[src/rtl/ssp_ctrl_pkg.sv]
// Shared types and constants for the shadow stack pointer controller.
package ssp_ctrl_pkg;

   localparam int XLEN          = 64;
   localparam int TRANS_ID_BITS = 3;

   // Low bits of every captured SSP are cleared to keep it XLEN-aligned.
   localparam int SSP_ALIGN_BITS = $clog2(XLEN / 8);

   typedef logic [XLEN-1:0] xlen_t;

   typedef struct packed {
      logic [TRANS_ID_BITS-1:0] trans_id;
      xlen_t                    ssp;
   } ssp_entry_t;

   // Clear the alignment bits of a candidate SSP value.
   function automatic xlen_t ssp_align(input xlen_t value);
      xlen_t mask;
      mask = '1;
      mask[SSP_ALIGN_BITS-1:0] = '0;
      return value & mask;
   endfunction

endpackage

[src/rtl/ssp_ctrl.sv]
// Shadow stack pointer owner: speculative SSP for the ALU, an in-order
// pending queue of SSPINC results tagged by trans_id, and the committed SSP.
module ssp_ctrl
   import ssp_ctrl_pkg::*;
#(
   parameter int NR_PENDING = 4,
   parameter int TRANS_ID_W = TRANS_ID_BITS
) (
   input  logic                            clk_i,
   input  logic                            rst_ni,
   input  logic                            flush_i,
   input  logic                            xBCFIE_i,
   input  logic                            upd_valid_i,
   input  logic [TRANS_ID_W-1:0]           upd_trans_id_i,
   input  logic [XLEN-1:0]                 upd_ssp_i,
   output logic                            upd_ready_o,
   input  logic                            commit_valid_i,
   input  logic [TRANS_ID_W-1:0]           commit_trans_id_i,
   output logic                            commit_err_o,
   input  logic                            csr_we_i,
   input  logic [XLEN-1:0]                 csr_wdata_i,
   output logic [XLEN-1:0]                 ssp_o,
   output logic [XLEN-1:0]                 ssp_arch_o,
   output logic [$clog2(NR_PENDING+1)-1:0] pending_o
);

   localparam int PTR_W = $clog2(NR_PENDING);
   localparam int CNT_W = $clog2(NR_PENDING + 1);
   localparam logic [CNT_W-1:0] CNT_FULL = CNT_W'(NR_PENDING);
   localparam logic [PTR_W-1:0] PTR_ONE  = PTR_W'(1);

   // Queue storage, one trans_id/ssp pair per slot.
   logic [TRANS_ID_W-1:0] tag_mem [NR_PENDING];
   xlen_t                 ssp_mem [NR_PENDING];

   logic [PTR_W-1:0] head_reg, head_next;
   logic [PTR_W-1:0] tail_reg, tail_next;
   logic [CNT_W-1:0] count_reg, count_next;
   xlen_t            arch_reg, arch_next;
   logic             err_reg, err_next;

   logic             not_empty;
   logic             commit_match;
   logic             commit_fire;
   logic             enq_fire;
   logic [PTR_W-1:0] youngest_ptr;

   assign not_empty    = (count_reg != '0);
   assign upd_ready_o  = (count_reg != CNT_FULL);
   assign youngest_ptr = tail_reg - PTR_ONE;

   // A commit only matches an entry that is already stored at the head;
   // a same-cycle enqueue into an empty queue is therefore not visible.
   assign commit_match = commit_valid_i && not_empty &&
                         (tag_mem[head_reg] == commit_trans_id_i);
   assign commit_fire  = commit_match && !csr_we_i;
   assign enq_fire     = upd_valid_i && upd_ready_o && xBCFIE_i &&
                         !flush_i && !csr_we_i;

   // Next-state for pointers, count, committed SSP and the error pulse.
   always_comb begin
      head_next  = head_reg;
      tail_next  = tail_reg;
      count_next = count_reg;
      arch_next  = arch_reg;
      err_next   = 1'b0;

      if (csr_we_i) begin
         // Serialising write: no SSPINC can be in flight, so just reload.
         arch_next  = ssp_align(csr_wdata_i);
         head_next  = tail_reg;
         count_next = '0;
      end else begin
         err_next = commit_valid_i && !commit_match;

         if (commit_fire) begin
            arch_next = ssp_mem[head_reg];
            head_next = head_reg + PTR_ONE;
         end

         if (enq_fire) begin
            tail_next = tail_reg + PTR_ONE;
         end

         case ({enq_fire, commit_fire})
            2'b10:   count_next = count_reg + CNT_W'(1);
            2'b01:   count_next = count_reg - CNT_W'(1);
            default: count_next = count_reg;
         endcase

         // The commit above is older than the flush and is kept; everything
         // younger is discarded (the enqueue was already suppressed).
         if (flush_i) begin
            head_next  = tail_reg;
            count_next = '0;
         end
      end
   end

   // Control state with asynchronous active-low reset.
   always_ff @(posedge clk_i or negedge rst_ni) begin
      if (!rst_ni) begin
         head_reg  <= '0;
         tail_reg  <= '0;
         count_reg <= '0;
         arch_reg  <= '0;
         err_reg   <= 1'b0;
      end else begin
         head_reg  <= head_next;
         tail_reg  <= tail_next;
         count_reg <= count_next;
         arch_reg  <= arch_next;
         err_reg   <= err_next;
      end
   end

   // Per-slot write port; contents need no reset because count gates them.
   for (genvar gi = 0; gi < NR_PENDING; gi++) begin : g_slot
      always_ff @(posedge clk_i) begin
         if (enq_fire && (tail_reg == PTR_W'(gi))) begin
            tag_mem[gi] <= upd_trans_id_i;
            ssp_mem[gi] <= ssp_align(upd_ssp_i);
         end
      end
   end

   // Speculative SSP: youngest pending value, else committed value.
   always_comb begin
      ssp_o = '0;
      if (xBCFIE_i) begin
         ssp_o = not_empty ? ssp_mem[youngest_ptr] : arch_reg;
      end
   end

   assign ssp_arch_o   = arch_reg;
   assign commit_err_o = err_reg;
   assign pending_o    = count_reg;

endmodule

[config.mk]
export PLATFORM = sky130hd
export DESIGN_NAME = ssp_ctrl
export DESIGN_NICKNAME = d
export VERILOG_FILES = /design/src/rtl/ssp_ctrl_pkg.sv /design/src/rtl/ssp_ctrl.sv
export SDC_FILE = /design/constraint.sdc
export NUM_CORES = 1
export LEC_CHECK = 0
export ABC_AREA = 0
export CAP_MARGIN = 20
export CORE_UTILIZATION = 42
export DETAILED_ROUTE_END_ITERATION = 8
export GPL_TIMING_DRIVEN = 0
export MAX_ROUTING_LAYER = met4
export PLACE_DENSITY = 0.73
export SYNTH_ARGS = -nofsm -noshare
export SYNTH_HDL_FRONTEND = slang
export SYNTH_SLANG_ARGS = --single-unit
[constraint.sdc]
create_clock -name clk_i -period 3.5 [get_ports clk_i]
set_clock_uncertainty 0.15 [all_clocks]
set_input_delay 0.525 -clock clk_i [delete_from_list [all_inputs] [get_ports clk_i]]
set_output_delay 0.525 -clock clk_i [all_outputs]
set_load 0.01 [all_outputs]
* Word-level counts from Yosys, hierarchy flattened
Memory sizes are Yosys's and may differ from the RTL's. Index checks and enable logic that the tools add are counted. Widths: inputs -> output; s select.
Storage, ports and cells: register bits 72, bits in writable memories 256, input bits 141, output and inout port bits 133, word-level logic and storage cells 84, memories kept 2
Operators by class: add/subtract/negate cells 5, equality and inequality tests 7, mux-type cells 37, bitwise gates (word level) 1, reductions and logical operators 27
Memory list:
- ssp_mem | depth 4, width 61, read ports 2, clocked after Yosys merged registers in 0, write ports 1, line ssp_ctrl.sv:34 | xlen_t ssp_mem [NR_PENDING];
- tag_mem | depth 4, width 3, read ports 1, clocked after Yosys merged registers in 0, write ports 1, line ssp_ctrl.sv:33 | logic [TRANS_ID_W-1:0] tag_mem [NR_PENDING];
Operators by type and width (count):
- $mux 64 | 4
- $mux 61 | 3
- $reduce_or 61->1 | 3
- $mux 2 | 9
- $mux 1 | 15
- $mux 3 | 5
- $logic_and 1x1->1 | 12
- $reduce_or 3->1 | 3
- $eq 2x2->1 const B | 3
- $pmux 3 s2 | 1
- $reduce_bool 3->1 | 2
- $add 2x1->2 const B | 2
- $eq 2x1->1 const B | 2
- $reduce_bool 4->1 | 1
- $add 3x1->3 const B | 1
- $eq 3x3->1 | 1
- $logic_not 1->1 | 3
- $ne 3x3->1 const B | 1
- $sub 3x1->3 const B | 1
- $logic_not 2->1 | 1
- $reduce_and 2->1 | 1
- $reduce_bool 2->1 | 1
- $sub 2x1->2 const B | 1
- $not 1->1 | 1

* Depth between registers and ports, before layout
depth in word-level cells 12, mapped depth 10, gate-level depth less buffers 9

* Worst setup path before layout
Ideal clock, no wire load.
kind input -> register, start input csr_we_i, end memory ssp_mem[0][0] in the netlist's numbering, enable pin, library setup time 429 ps, data arrival time 2851 ps, data required time 2921 ps, path slack 70 ps, stages on the path 5, path through clkbuf_1 -> nor2_1 -> and4_1 -> clkbuf_1 -> and2_1
On the way: longest elaborated chain between the ends 9, elaborated cells between the ends (all ways) 23, those cells by class 14 x mux; 9 x reduce/logical
RTL lines:
- start, declared | line ssp_ctrl.sv:20 | input logic csr_we_i,
- $logic_not 1->1 (*) | line ssp_ctrl.sv:58 | !flush_i && !csr_we_i;
- $logic_and 1x1->1 (*) | line ssp_ctrl.sv:58
- $logic_and 1x1->1 | line ssp_ctrl.sv:120 | if (enq_fire && (tail_reg == PTR_W'(gi))) begin
- $mux 1 | line ssp_ctrl.sv:120
- $mux 1 (implied by the code) | line ssp_ctrl.sv:122 | ssp_mem[gi] <= ssp_align(upd_ssp_i);
- $reduce_or 61->1 (no line)
- $mux 2 (no line) / $mux 1 (equally long branches) (3 in a row)
- end, declared | line ssp_ctrl.sv:34
Every way passes the cells marked *; elsewhere a longest branch is shown, timed or not.

* Worst setup path in the final report
start register tail_reg[0], end output ssp_o[25]
On the way: longest elaborated chain between the ends 4
RTL lines:
- start, declared | line ssp_ctrl.sv:37 | logic [PTR_W-1:0] tail_reg, tail_next;
- start signal, assigned | line ssp_ctrl.sv:110 | tail_reg <= tail_next;
- $sub 2x1->2 | line ssp_ctrl.sv:50 | assign youngest_ptr = tail_reg - PTR_ONE;
- net youngest_ptr[0] | line ssp_ctrl.sv:46 | logic [PTR_W-1:0] youngest_ptr;
- $mem_v2 4x61
- $mux 64 | line ssp_ctrl.sv:131 | ssp_o = not_empty ? ssp_mem[youngest_ptr] : arch_reg;
- $mux 64 | line ssp_ctrl.sv:130 | if (xBCFIE_i) begin
- end, declared | line ssp_ctrl.sv:22 | output logic [XLEN-1:0] ssp_o,
The timed path passes the listed nets, and every way through them passes these cells.

==> results by group <==
Finish
  • Layout Utilization: 0.5661
  • Largest Register: ssp_mem
  • Most frequent cells in the layout: edfxtp_1 (256), clkdlybuf4s50_1 (198), nand2_1 (186)
  • # nets final: 1479
  • Layout cells sized above 1: 0.1944
  • Max FFs per register: 244
  • Area delta synth->final: 31.95%
  • Commonest non-fill, non-tap cell in the layout: edfxtp_1

Placement
  • Port bufs: 261
  • Gpl congestion: 0.8020
  • Detailed Place HPWL: 30.01 mm

STA
  • Final setup fails: 0
  • Max Clock Freq: 293.5 MHz
  • Period utilisation layout: 0.9735
  • Unrepaired setup endpoints after global routing: no
  • Slew headroom: 0.4652
  • Final min period: 3.407 ns
  • Final Hold Viols: 0
  • Final Max Slew Viols: 0
  • Worst Tran Pin Value: 0.8022 ns

Logic synthesis
  • Seq/Total Area, Yosys: 0.6140
  • Synth area leader: edfxtp_1
  • Yosys warnings: 0
  • Syn Inst Count: 1012
  • Synth Flop Type: edfxtp_1
  • Post-synth ARST share: 0.2123
  • Top cells by area, synth: edfxtp_1 (50%), mux4_2 (18%), dfrtp_1 (11%)
  • Post-synthesis register bit count: 325
  • Post-Syn Area: 15330 um2
  • Mean post-synth cell area: 15.15 um2
  • Post-synth EDFFs: 256
  • Share of the synthesized area in the top cell type: 0.5013
  • Yosys cell types: 33

Pwr
  • Clock share of power: 0.304
  • Internal Pwr Total: 9.303 mW
  • Max VDD drop: 0.3954 mV
  • Sequential power share: 0.346
  • Pwr dens: 638.8 nW/um2
  • Switching power share of the total: 0.2802
  • NetSw: 3.621 mW
  • Pwr Total: 12.92 mW
  • Logic pwr share: 0.351
  • Static leakage: 7.368 nW

Drt
  • Initial DRT Pass Iterations: 8
  • Residual DRC: 16
  • Antenna Nets Post-Route: 0
  • WL/cell: 24.39 um
  • WL final: 44.42 mm
  • Initial drt markers: 869
  • Vias per inst: 5.759
  • Via Count: 10487

Global routing
  • Vias in the first global route: 10901
  • First-pass GRT wire length: 65.95 mm
  • Gr usage total: 0.2483
  • Largest net degree at the start of global routing: 53
  • Initial antenna violation count: 2
  • Gr ovfl total: 0

Die
  • Initial core utilization: 0.4290
  • Row count: 69
  • Area of the die: 37280 um2
  • Die Ht: 193.1 um
  • Core area: 35740 um2
  • I/O pins: 274
  • Chip Width: 193.1 um

Critical path
  • Buf+Inv Stages, Crit Path: 7
  • Crit path cell chain: clkbuf_16 -> buf_12 -> clkinvlp_4 -> ha_4 -> buf_12 -> clkbuf_16 -> buf_4 -> mux4_2 -> nand2_1 -> a21boi_2 -> dlygate4sd2_1
  • Worst Setup Start Kind: flop
  • Critical Setup Path Class: flop to primary output
  • Req. time, crit path: 2.82 ns
  • Crit end category: primary output
  • Crit-path slowest cell: dfrtp_1
  • Arr. time, crit path: 2.73 ns
  • Crit Path Max Fanout: 10
  • Slowest stage delay, CP: 0.42 ns
  • CP delay by family, top: buffers and inverters

Clocking
  • # H-tree levels: 2
  • TritonCTS clock tree: built
  • Clk root buf: clkbuf_16
  • Clock Sink Count: 325
  • CTS Buf Count: 34
  • Clk slew on worst S/H paths: 0.06 ns
  • Worst-skew pair later-pin latency: 0.51 ns
  • Longest Clk Path Bufs: 3

Outcome
  • Status: complete, but fails checks
  • Violated checks: DRC

Worst hold path
  • HP Class: input pin to async pin

Run
  • MaxCap Viol Count: 0
cell type report:
class                      instances  area [um2]
fill                            2915       15510
buffer                            86       574.3
tap                              461       576.8
multi-input combinational        540        5368
sequential                       325        9414
antenna                            2       5.005
clock inverter                    21       261.5
timing repair buffer             281        2819
inverter                          64       244.0
clock buffer                      41       970.9
routing by layer:
metal,track usage,part of all wire,vias up
li1,-,-,4552
met3,0.04109,0.079,75
met2,0.4018,0.50,476
met5,-,0,-
met4,0.07242,0.023,0
met1,0.3238,0.40,5384
cells in the mapped netlist (2+ instances only):
| cell | count |
|---|---|
| xor2_1 | 2 |
| xnor2_1 | 5 |
| buf_1 | 6 |
| and2_1 | 5 |
| or3_1 | 2 |
| o311ai_1 | 12 |
| o311ai_0 | 49 |
| a21boi_0 | 61 |
| nand4_1 | 2 |
| edfxtp_1 | 256 |
| nor2_1 | 4 |
| buf_2 | 22 |
| nand2_1 | 186 |
| dfrtp_1 | 69 |
| ha_1 | 5 |
| clkbuf_1 | 49 |
| mux4_2 | 125 |
| inv_1 | 64 |
| buf_4 | 11 |
| o21ai_0 | 3 |
| nand3b_1 | 62 |
power by group through the flow:
stage	Clock [mW]	Sequential, mW	Combinational, mW
2_1_floorplan	0	4.54	2.69
3_3_place_gp	0	4.54	3.89
3_5_place_dp	0	4.54	3.95
4_1_cts	3.97	4.46	4.58
5_1_grt	4.11	4.48	4.86
6_report	3.92	4.47	4.54
per-stage QoR:
stage	hold WS [ns]	instances	instance area [um2]	worst slack, ns	TNS, ns
final	0.3639	1821	20230	0.09266	0
after global routing	0.4029	1821	20230	0.003056	0
after CTS	0.3716	1816	20210	0.04968	0
after detailed placement	0.3610	1745	18700	-1.627	-204.95
after global placement	0.3915	1739	18540	-2.562	-829.05
after floorplan	0.07941	1017	15350	0.06986	0
timing repair:
item | 4_1_cts | 5_1_grt
pin swaps | 4 | 1
hold endpoints to repair | 29 | 0
setup buffers | 8 | 3
setup endpoints to repair | 194 | 9
hold buffers | 1 | 0
gates cloned | 2 | 0
gates resized for setup | 133 | 2
worst paths after layout:
path	startpoint	endpoint	slack [ns]	cells past startpoint
max in group asynchronous	rst_ni	ssp_arch_o[36]$_DFFE_PN0P_	2.21	3
min	rst_ni	ssp_arch_o[8]$_DFFE_PN0P_	0.36	2
max	tail_reg[0]$_DFFE_PN0P_	ssp_o[25]	0.09	11
min reg2reg	ssp_arch_o[57]$_DFFE_PN0P_	ssp_arch_o[57]$_DFFE_PN0P_	0.42	2
min in group clk_i	ssp_arch_o[57]$_DFFE_PN0P_	ssp_arch_o[57]$_DFFE_PN0P_	0.42	2
max reg2reg	head_reg[0]$_DFFE_PN0P_	pending_o[2]$_DFFE_PN0P_	0.63	9
logic make-up (layout without fill, tap and decap cells):
logic type / Yosys count / in the layout / share of synthesized area
xor gates and xnor gates: 7 / 7 / 0.003998
buffers and inverters: 152 / 493 / 0.04170
AOI/OAI and AO/OA: 127 / 127 / 0.06658
other: 1 / 8 / 0.0002446
muxes: 126 / 126 / 0.1843
and+or+nand+nor: 268 / 268 / 0.08388
adders and majority gates: 6 / 6 / 0.005386
DFF: 325 / 325 / 0.6140
(Power assumes the default switching activity.)
